$ cat config.mk
export PLATFORM = sky130hd
export DESIGN_NAME = output_port_credit
export DESIGN_NICKNAME = d
export VERILOG_FILES = /design/src/rtl/output_port_credit_pkg.sv /design/src/rtl/output_port_credit_credit_counter.sv /design/src/rtl/output_port_credit.sv
export SDC_FILE = /design/constraint.sdc
export NUM_CORES = 1
export LEC_CHECK = 0
export BUFFER_PORTS_ARGS = -buffer_cell sky130_fd_sc_hd__buf_4
export CELL_PAD_IN_SITES_DETAIL_PLACEMENT = 2
export CELL_PAD_IN_SITES_GLOBAL_PLACEMENT = 2
export CORE_UTILIZATION = 23
export DETAILED_ROUTE_END_ITERATION = 16
export PLACE_DENSITY_LB_ADDON = 0.1
export REMOVE_ABC_BUFFERS = 1
export SETUP_SLACK_MARGIN = 0.1
export SLEW_MARGIN = 10
export SYNTH_ARGS = -nofsm -noshare
export SYNTH_HDL_FRONTEND = slang
export SYNTH_SLANG_ARGS = --single-unit
$ cat constraint.sdc
create_clock -name clk -period 3.65 [get_ports clk]
set_clock_uncertainty 0.1 [all_clocks]
set_input_delay 0.73 -clock clk [delete_from_list [all_inputs] [get_ports clk]]
set_output_delay 0.73 -clock clk [all_outputs]
set_load 0.005 [all_outputs]
$ cat src/rtl/output_port_credit_pkg.sv
// Shared packet-field geometry and port FSM encoding for the output port and
// the matching input-port decode; both sides must derive offsets from here.
package output_port_credit_pkg;

  localparam int DEF_PACKET_BITS   = 97;
  localparam int DEF_NUM_LEAF_BITS = 6;
  localparam int DEF_NUM_PORT_BITS = 4;
  localparam int DEF_NUM_ADDR_BITS = 7;
  localparam int DEF_PAYLOAD_BITS  = 64;

  function automatic int vld_pos(input int packet_bits);
    return packet_bits - 1;
  endfunction

  function automatic int leaf_msb(input int packet_bits);
    return packet_bits - 2;
  endfunction

  function automatic int port_msb(input int packet_bits, input int leaf_bits);
    return packet_bits - 2 - leaf_bits;
  endfunction

  function automatic int pad_w(input int packet_bits, input int leaf_bits,
                               input int port_bits, input int addr_bits,
                               input int payload_bits);
    return packet_bits - 1 - leaf_bits - port_bits - addr_bits - payload_bits;
  endfunction

  localparam int VLD_POS  = vld_pos(DEF_PACKET_BITS);
  localparam int LEAF_MSB = leaf_msb(DEF_PACKET_BITS);
  localparam int PORT_MSB = port_msb(DEF_PACKET_BITS, DEF_NUM_LEAF_BITS);
  localparam int ADDR_LSB = DEF_PAYLOAD_BITS;
  localparam int PAD_W    = pad_w(DEF_PACKET_BITS, DEF_NUM_LEAF_BITS, DEF_NUM_PORT_BITS,
                                  DEF_NUM_ADDR_BITS, DEF_PAYLOAD_BITS);
  localparam int CREDIT_W = DEF_NUM_ADDR_BITS + 1;

  typedef enum logic [1:0] {
    ST_UNCONF = 2'd0,
    ST_RUN    = 2'd1,
    ST_STALL  = 2'd2
  } port_state_e;

endpackage

$ cat src/rtl/output_port_credit_credit_counter.sv
// Saturating credit counter: one debit per accept, one batched refund per
// freespace update, ceiling at the remote buffer depth.
module credit_counter #(
  parameter int CW = 8
) (
  input  logic          clk,
  input  logic          rst_n,
  input  logic          dec,
  input  logic          inc_vld,
  input  logic [CW-1:0] inc_amt,
  output logic [CW-1:0] count,
  output logic          zero,
  output logic          err
);

  // Two guard bits so depth + max refund never wraps before the compare.
  localparam logic [CW+1:0] MAX_W = (CW+2)'(1) << (CW-1);

  logic [CW-1:0] count_q, count_d;
  logic          err_q, err_d;
  logic [CW+1:0] sum;
  logic          over;

  always_comb begin
    sum     = {2'b00, count_q} + (inc_vld ? {2'b00, inc_amt} : '0)
              - {{(CW+1){1'b0}}, dec};
    over    = sum > MAX_W;
    count_d = over ? MAX_W[CW-1:0] : sum[CW-1:0];
    err_d   = err_q | over | (inc_vld && (inc_amt == '0));
  end

  always_ff @(posedge clk or negedge rst_n) begin
    if (!rst_n) begin
      count_q <= MAX_W[CW-1:0];
      err_q   <= 1'b0;
    end else begin
      count_q <= count_d;
      err_q   <= err_d;
    end
  end

  assign count = count_q;
  assign zero  = (count_q == '0);
  assign err   = err_q;

endmodule

$ cat src/rtl/output_port_credit.sv
// Output port: packetizes a user valid/ack stream toward a remote leaf port,
// stamping a wrapping buffer address and metering words with credits.
module output_port_credit
  import output_port_credit_pkg::*;
#(
  parameter int PACKET_BITS           = DEF_PACKET_BITS,
  parameter int NUM_LEAF_BITS         = DEF_NUM_LEAF_BITS,
  parameter int NUM_PORT_BITS         = DEF_NUM_PORT_BITS,
  parameter int NUM_ADDR_BITS         = DEF_NUM_ADDR_BITS,
  parameter int PAYLOAD_BITS          = DEF_PAYLOAD_BITS,
  parameter int PORT_No               = 2,
  parameter int FREESPACE_UPDATE_SIZE = 64
) (
  input  logic                     clk,
  input  logic                     rst_n,
  input  logic                     cfg_vld,
  input  logic [NUM_LEAF_BITS-1:0] cfg_dst_leaf,
  input  logic [NUM_PORT_BITS-1:0] cfg_dst_port,
  input  logic [PAYLOAD_BITS-1:0]  din_user,
  input  logic                     vld_user,
  output logic                     ack_interface2user,
  output logic [PACKET_BITS-1:0]   dout_packet,
  input  logic                     grant_arb2port,
  input  logic [PACKET_BITS-1:0]   freespace_pkt,
  output logic [NUM_ADDR_BITS:0]   credits,
  output logic                     credit_err,
  output port_state_e              state_o
);

  localparam int CW     = NUM_ADDR_BITS + 1;
  localparam int DEPTH  = 1 << NUM_ADDR_BITS;
  localparam int L_VLD  = vld_pos(PACKET_BITS);
  localparam int L_PMSB = port_msb(PACKET_BITS, NUM_LEAF_BITS);
  localparam int L_PAD  = pad_w(PACKET_BITS, NUM_LEAF_BITS, NUM_PORT_BITS,
                                NUM_ADDR_BITS, PAYLOAD_BITS);

  // Handshakes: a user word transfers on a cycle where vld_user and
  // ack_interface2user are both high; a packet leaves on a cycle where
  // dout_packet MSB and grant_arb2port are both high. Ack never depends on
  // vld_user, and grant with no packet held is ignored.

  port_state_e state_q, state_d;

  logic [NUM_LEAF_BITS-1:0] leaf_q, leaf_d;
  logic [NUM_PORT_BITS-1:0] port_q, port_d;
  logic [NUM_ADDR_BITS-1:0] addr_q, addr_d;
  logic [PACKET_BITS-1:0]   pkt_q, pkt_d;

  logic          pkt_vld;
  logic          accept;
  logic          upd_vld;
  logic [CW-1:0] upd_amt;
  logic [CW-1:0] cnt;
  logic          cnt_zero;
  logic          next_zero;
  logic [PACKET_BITS-1:0] fs_unused;

  assign fs_unused = freespace_pkt;
  assign pkt_vld   = pkt_q[L_VLD];
  assign upd_vld   = freespace_pkt[L_VLD] &&
                     (freespace_pkt[L_PMSB -: NUM_PORT_BITS] == NUM_PORT_BITS'(PORT_No));
  assign upd_amt   = freespace_pkt[CW-1:0];

  assign ack_interface2user = (state_q != ST_UNCONF) && !cnt_zero && (!pkt_vld || grant_arb2port);
  assign accept             = vld_user && ack_interface2user;

  // Credits land on zero only when the last one is spent and no refund arrives.
  assign next_zero = accept && (cnt == CW'(1)) && !(upd_vld && (upd_amt != '0));

  credit_counter #(.CW(CW)) u_credit (
    .clk     (clk),
    .rst_n   (rst_n),
    .dec     (accept),
    .inc_vld (upd_vld),
    .inc_amt (upd_amt),
    .count   (cnt),
    .zero    (cnt_zero),
    .err     (credit_err)
  );

  always_comb begin
    state_d = state_q;
    leaf_d  = leaf_q;
    port_d  = port_q;
    addr_d  = addr_q;
    pkt_d   = pkt_q;

    if (cfg_vld) begin
      leaf_d = cfg_dst_leaf;
      port_d = cfg_dst_port;
    end

    case (state_q)
      ST_UNCONF: if (cfg_vld) state_d = ST_RUN;
      ST_RUN:    if (next_zero) state_d = ST_STALL;
      ST_STALL:  if (!cnt_zero && !next_zero) state_d = ST_RUN;
      default:   state_d = ST_UNCONF;
    endcase

    // The packet uses the fields latched before this edge, so a concurrent
    // reconfiguration only affects later words.
    if (accept) begin
      pkt_d  = {1'b1, leaf_q, port_q, {L_PAD{1'b0}}, addr_q, din_user};
      addr_d = addr_q + 1'b1;
    end else if (grant_arb2port && pkt_vld) begin
      pkt_d = '0;
    end
  end

  always_ff @(posedge clk or negedge rst_n) begin
    if (!rst_n) begin
      state_q <= ST_UNCONF;
      leaf_q  <= '0;
      port_q  <= '0;
      addr_q  <= '0;
      pkt_q   <= '0;
    end else begin
      state_q <= state_d;
      leaf_q  <= leaf_d;
      port_q  <= port_d;
      addr_q  <= addr_d;
      pkt_q   <= pkt_d;
    end
  end

  assign dout_packet = pkt_q;
  assign credits     = cnt;
  assign state_o     = state_q;

  credit_granule_fits: assert property (@(posedge clk) disable iff (!rst_n)
    (FREESPACE_UPDATE_SIZE > 0) && (FREESPACE_UPDATE_SIZE <= DEPTH));

endmodule

==> out/metrics.cfg, run 1 <==
[run_status]
outcome=complete, no violations

[grt]
antenna_found_initial=0
grt_pass1_wl_mm=24.0
grt_pass1_vias=4173
grt_max_degree=91
overflow=0
grt_usage=0.145

[timing]
slew_headroom=0.288
max_clock_freq_mhz=294
finalMaxSlewViolations=0
finalSetupViolations=0
worst_pin_slew_ns=1.07
rsz0062_at_grt=no
finalHoldViolCount=0
period_needed_ns=3.40
period_share=0.931

[setup_path]
cp_top_family=simple AND/OR/NAND/NOR gates
cp.required_ns=3.79
path_max_fanout=5
path_class=flip-flop to flip-flop
endpoint_kind=flip-flop
path_buf_inv=4
cpPeakStageDelay_ns=0.41
crit_path_top_delay_cell=dfrtp_1
cp_cell_sequence=nor4_4, nand3_1, and3_4, ha_1, inv_1, ha_1, inv_1, fa_2, nand2b_4, a211oi_4, buf_4, o22ai_1, xnor2_1, o21ai_1, buf_4, and2_1
startpoint_type=flip-flop
crit_arrival_ns=3.54

[die]
die_h_microns=145
die_w_microns=145
io_pins=285
core_region_area_sq_um=19800
initial_core_util=0.238
row_count=51
die_area_sq_um=21000

[synthesis]
synth_top_family_by_area=compound AO/OA/AOI/OAI gates
yosys_warnings=0
ys_ff_latch=110
syn_inst=379
synth_cell_types=42
yosysSeqAreaShare=0.585
synthMuxAreaShare=0.0261
synth_area_sq_um=4710
synth_fa_ha_area_frac=0.0495
yosys.area_share.xor_xnor=0.0242
yosys.area_share.simple=0.0606
avgSynthCellArea_sq_um=12.4
synth-compound-area-share=0.190

[clocking]
clkSinkCount=110
postCtsHoldBufs=0
cts_htree_levels=3
cts_buffers=9
clk_latency_ns=0.35
cts_tree=done
cts_buffer_depth=2
path_clk_slew_ns=0.07
cts_root_buffer=clkbuf_16

[cells_and_area]
fin_cells=852
fin_util=0.348
diodes=0
finalNetCount=778
syn2layout_area_growth_pct=46.2
drive_gt1_frac=0.426
fill_cells=2140

[drt]
vias=3818
drc_errors=0
final_antenna_net_count=0
detail_route.first_pass.iterations=4
viasPerCell=4.48
dr.first_iter.drc_count=118
totalWireLength_mm=15.2
wl_per_cell_microns=17.8

[pwr]
vdd_drop_max_uv=228
power_density_nw_per_um2=759
p_leak_uw=0.00348

[placed_design]
gp_congestion=0.762
port_buffers=185
dp.cells=836
hpwl_mm=10.9

[run]
maxCapViolCount=0

[min_path]
hp-class=input port to async pin

## logic make-up after synthesis
kind of cell	after synthesis
AND/OR/NAND/NOR	56
buffers and inverters	62
flip-flops	110
multiplexers	11
adder cells (fa/ha/maj)	18
other	1
XOR/XNOR	13
AO/OA/AOI/OAI	108
## cell usage after synthesis
library cell	count	area share
dfrtp_1	109	0.58
a22o_1	81	0.15
inv_1	27	0.022
nand2_1	21	0.017
ha_1	17	0.045
buf_4	15	0.024
a21oi_1	10	0.011
mux2_2	10	0.024
buf_2	9	0.0096
xnor2_1	7	0.013
buf_1	6	0.0048
nor2_1	6	0.0048
xor2_1	6	0.011
and2_1	5	0.0066
clkbuf_1	5	0.0040
nand4_1	5	0.0066
nand2b_1	4	0.0053
a21o_1	3	0.0048
nor4_1	3	0.0040
o21ai_0	3	0.0032
a21boi_0	2	0.0032
and3_1	2	0.0027
nor3_1	2	0.0021
o22ai_1	2	0.0027
or3_1	2	0.0027
a2111oi_2	1	0.0032
a211o_1	1	0.0019
a211oi_1	1	0.0016
a21oi_4	1	0.0035
a31oi_1	1	0.0013
and4b_1	1	0.0021
conb_1	1	0.00080
dfstp_2	1	0.0056
fa_1	1	0.0043
mux2i_1	1	0.0021
nand3_1	1	0.0011
nand3b_1	1	0.0016
nor2b_1	1	0.0013
o21a_1	1	0.0016
o31ai_1	1	0.0016
or2_2	1	0.0013
or4_1	1	0.0016
## layout make-up
class / instances / area [sq um] / share of cell area
clock buffer: 11 / 253 / 0.0367
sequential: 110 / 2750 / 0.400
multi-input combinational: 221 / 1760 / 0.255
clock inverter: 3 / 43.8 / 0.00637
timing repair buffer: 215 / 1640 / 0.238
tap: 265 / 332 / 0.0482
inverter: 27 / 101 / 0.0147
## through the flow
step                hold slack [ns]  cell area, sq um  setup slack [ns]  power [uW]  TNS (ns)
floorplan                     0.334              4560             -1.46        2900    -33.42
global placement              0.366              6520            -0.209        4130     -1.32
detailed placement            0.375              6520            -0.225        4190     -1.54
CTS                           0.331              6840            0.0978        5270         0
global route                  0.362              6880            0.0738        5590         0
finish                        0.310              6880             0.251        5220         0
## worst paths after layout
path | from | slack, ns | end | cells after the start
max in group asynchronous | rst_n | 2.29 | u_credit.count[7] | 2
hold / removal | rst_n | 0.31 | dout_packet[49] | 1
min in group clk | addr_q[6] | 0.39 | addr_q[6] | 1
setup reg to reg | u_credit.count[1] | 0.25 | u_credit.count[4] | 16
setup / recovery | u_credit.count[1] | 0.25 | u_credit.count[4] | 16
hold reg to reg | addr_q[6] | 0.39 | addr_q[6] | 1
## metal layers
metal  wire length, microns  share of wire  global-route usage
met1                   6930           0.46               0.189
met2                   7250           0.48               0.238
met3                    788          0.052              0.0277
met4                    215          0.014              0.0543
met5                      0              0                   0
## timing repair
action,CTS,global route
cloned,0,0
endpoints found under the hold margin,0,0
pin swaps,3,3
gates resized for setup,3,8
setup buffers,0,2
endpoints found under the setup margin,9,9
## layout by cell type, fill, tap and decap left out, drive strengths merged, types with 2 or more instances in the layout
master,instances
inv,28
dfrtp,109
xnor2,7
nand2,21
mux2,10
a21boi,2
and2,5
o22ai,2
xor2,6
and3,2
o21ai,3
clkbuf,11
conb,15
a21o,3
nand2b,4
or3,2
ha,17
nor3,2
a22o,81
nor2,6
nor4,3
a21oi,11
nand4,5
buf,215
## sequential cells by signal (all words and copies together), names as in the netlist
name,flops
addr_q,7
dout_packet,82
leaf_q,6
port_q,4
state_o,2
u_credit.count,8
u_credit.err,1
## worst register-to-register path, cell delays in order (launching register included)
cell      delay (ns)
dfrtp_1         0.41
nor4_4          0.31
nand3_1         0.15
and3_4          0.20
ha_1            0.26
inv_1           0.06
ha_1            0.16
inv_1           0.05
fa_2            0.34
nand2b_4        0.16
a211oi_4        0.24
buf_4           0.14
o22ai_1         0.08
xnor2_1         0.23
o21ai_1         0.11
buf_4           0.16
and2_1          0.14
## power by group
group | internal (uW) | total [uW] | switching, uW | leakage [uW]
Sequential | 1640 | 1920 | 279 | 0.00139
Clock | 564 | 1010 | 444 | 0.000148
Combinational | 1250 | 2300 | 1040 | 0.00195
Power figures use the tool's default switching activity.
==> run 2, diff against run 1 <==
ABC_AREA = 1   (was not set)
CORE_UTILIZATION = 21   (was 23)
==> run 2 against run 1 <==
Against the previous run: final cell count increased by 34%; power increased by 7.8%; sequential power increased by 7%; die area increased by 22%; critical path depth increased by 2; global-route usage decreased by 0.24 points; largest cell class unchanged; fmax increased by 6.0%; register-to-register slack improved by 0.19 ns; largest power group unchanged; synthesized cell count increased by 68%; clock power about the same.
==> out/metrics.cfg, run 2 <==
[run_status]
outcome=complete, no violations

[drt]
vias=4819
detail_route.first_pass.iterations=3
totalWireLength_mm=17.7
drc_errors=0
dr.first_iter.drc_count=208
wl_per_cell_microns=15.6
final_antenna_net_count=0
viasPerCell=4.22

[synthesis]
synth_cell_types=27
yosysSeqAreaShare=0.525
ys.flop_type=dfrtp_1
netlist_top_cells_area=dfrtp_1 52%, nand2_1 16%, nand3_1 9.0%
synth-async-reset-ratio=1.00
avgSynthCellArea_sq_um=8.23
yosys-top-cells-count=218 x nand2_1, 109 x dfrtp_1, 94 x nand3_1
yosysTopAreaCellShare=0.520
yosys_warnings=0
synth_area_sq_um=5240
ys_ff_latch=110
yosysMostFrequentCell=nand2_1
syn_inst=637
synth_area_leader_cell=dfrtp_1
synth_edf_count=0

[setup_path]
cp.required_ns=3.83
cp_cell_sequence=nor2_2, nand2_1, nor2_4, nor3_4, ha_1, inv_1, ha_1, inv_1, fa_1, inv_1, nand2_1, nand2_1, nand3_1, nand3_1, nand2_1, nor2_1, nand2_2, nor2_1
startpoint_type=flip-flop
path_max_fanout=7
cp_common_cell=nand2_1
cpPeakStageDelay_ns=0.41
crit_arrival_ns=3.39
startpoint=u_credit.count[6]
endpoint_kind=flip-flop
crit_path_top_delay_cell=dfrtp_1
path_class=flip-flop to flip-flop
rr_startpoint=u_credit.count[6]

[timing]
finalMaxSlewViolations=0
setup-tns-final_ns=0
period_share=0.878
finalHoldViolCount=0
period_needed_ns=3.21
setup_ws_ns=0.445
max_clock_freq_mhz=312
slew_headroom=0.444
worst_pin_slew_ns=0.834
finalSetupViolations=0
rsz0062_at_grt=no

[pwr]
power_density_nw_per_um2=779
total_power_uw=5630
p_leak_uw=0.00397
vdd_drop_max_uv=204

[placed_design]
hpwl_mm=12.8
gp_congestion=0.742
dp_slack_ns=-0.0198
port_buffers=185
dpl_cell_area_sq_um=6920

[clocking]
clkSinkCount=110
cts_buffers=9
cts_buffer_depth=2
cts_root_buffer=clkbuf_16
clk_latency_ns=0.36
post_cts_buffers=0
cts_htree_levels=3
postCtsHoldBufs=0
cts_tree=done
post_cts_resized=0
path_clk_slew_ns=0.08

[die]
row_count=57
initial_core_util=0.215
core_region_area_sq_um=24400
die_w_microns=160
io_pins=285
die_h_microns=160
die_area_sq_um=25600

[cells_and_area]
syn2layout_area_growth_pct=37.8
final_cell_mix=216 x nand2_1, 190 x buf_4, 109 x dfrtp_1, 94 x nand3_1, 61 x inv_1
design_area_sq_um=7220
drive_gt1_frac=0.264
largest_register_ffs=82
diodes=0
finalNetCount=1006
final_common_cell=nand2_1

[grt]
grt_pass1_wl_mm=28.6
overflow=0
grt_usage=0.143
antenna_found_initial=0
grt_pass1_vias=5256
grt_max_degree=88

[min_path]
hp-class=input port to async pin

[run]
maxCapViolCount=0

## run 2: cell types whose count changed after synthesis, sizes merged, moves of 10 or more
cell and change:
nand2 +197, nand3 +93, a22o -81, inv +36, nor2 +34, o21ai +22
mux2 -10
## run 2: cells by family after synthesis
kind of cell,Yosys count,share of synthesized area
flip-flops,110,0.525
XOR/XNOR,6,0.0100
buffers and inverters,106,0.0964
AO/OA/AOI/OAI,32,0.0310
other,1,0.000715
AND/OR/NAND/NOR,364,0.292
adder cells (fa/ha/maj),18,0.0444
## run 2: area by class of cell
class                           count  area (sq um)
Clock buffer                       10           229
Clock inverter                      6          62.6
Fill cell                        2867         17200
Inverter                           63           236
Multi-Input combinational cell    435          2050
Sequential cell                   110          2750
Tap cell                          324           405
Timing Repair Buffer              193          1490
## run 2: layer usage
| layer | track usage | share of wire |
|---|---|---|
| met4 | 0.0485 | 0.015 |
| met5 | 0 | 0 |
| met2 | 0.248 | 0.49 |
| met1 | 0.175 | 0.44 |
| met3 | 0.0301 | 0.049 |
## run 2: final timing paths
| kind | cells past startpoint | end | slack, ns |
|---|---|---|---|
| max | 18 | u_credit.count[5] | 0.44 |
| min | 1 | dout_packet[94] | 0.24 |
| max reg2reg | 18 | u_credit.count[5] | 0.44 |
| min reg2reg | 2 | dout_packet[9] | 0.40 |
| max in group asynchronous | 2 | dout_packet[15] | 2.37 |
| min in group clk | 2 | dout_packet[9] | 0.40 |
## run 2: metrics by stage
step / utilization / cells / hold WS [ns]
after global placement: 0.284 / 1125 / 0.381
after global routing: 0.296 / 1141 / 0.251
after detailed placement: 0.284 / 1125 / 0.389
final: 0.296 / 1141 / 0.236
after floorplan: - / 608 / 0.334
after CTS: 0.296 / 1141 / 0.241
## run 2: worst max-delay path, delay by kind of cell (launching register included)
kind / cells / cell delay, ns
adders and majority gates: 3 / 0.84
DFF: 1 / 0.41
buffers and inverters: 3 / 0.24
and+or+nand+nor: 12 / 1.56
## run 2: where the power goes
part / leakage, uW / internal (uW) / switching [uW] / total [uW]
clock: 0.000142 / 483 / 512 / 995
combinational: 0.00243 / 1170 / 1410 / 2580
sequential: 0.00140 / 1740 / 316 / 2060
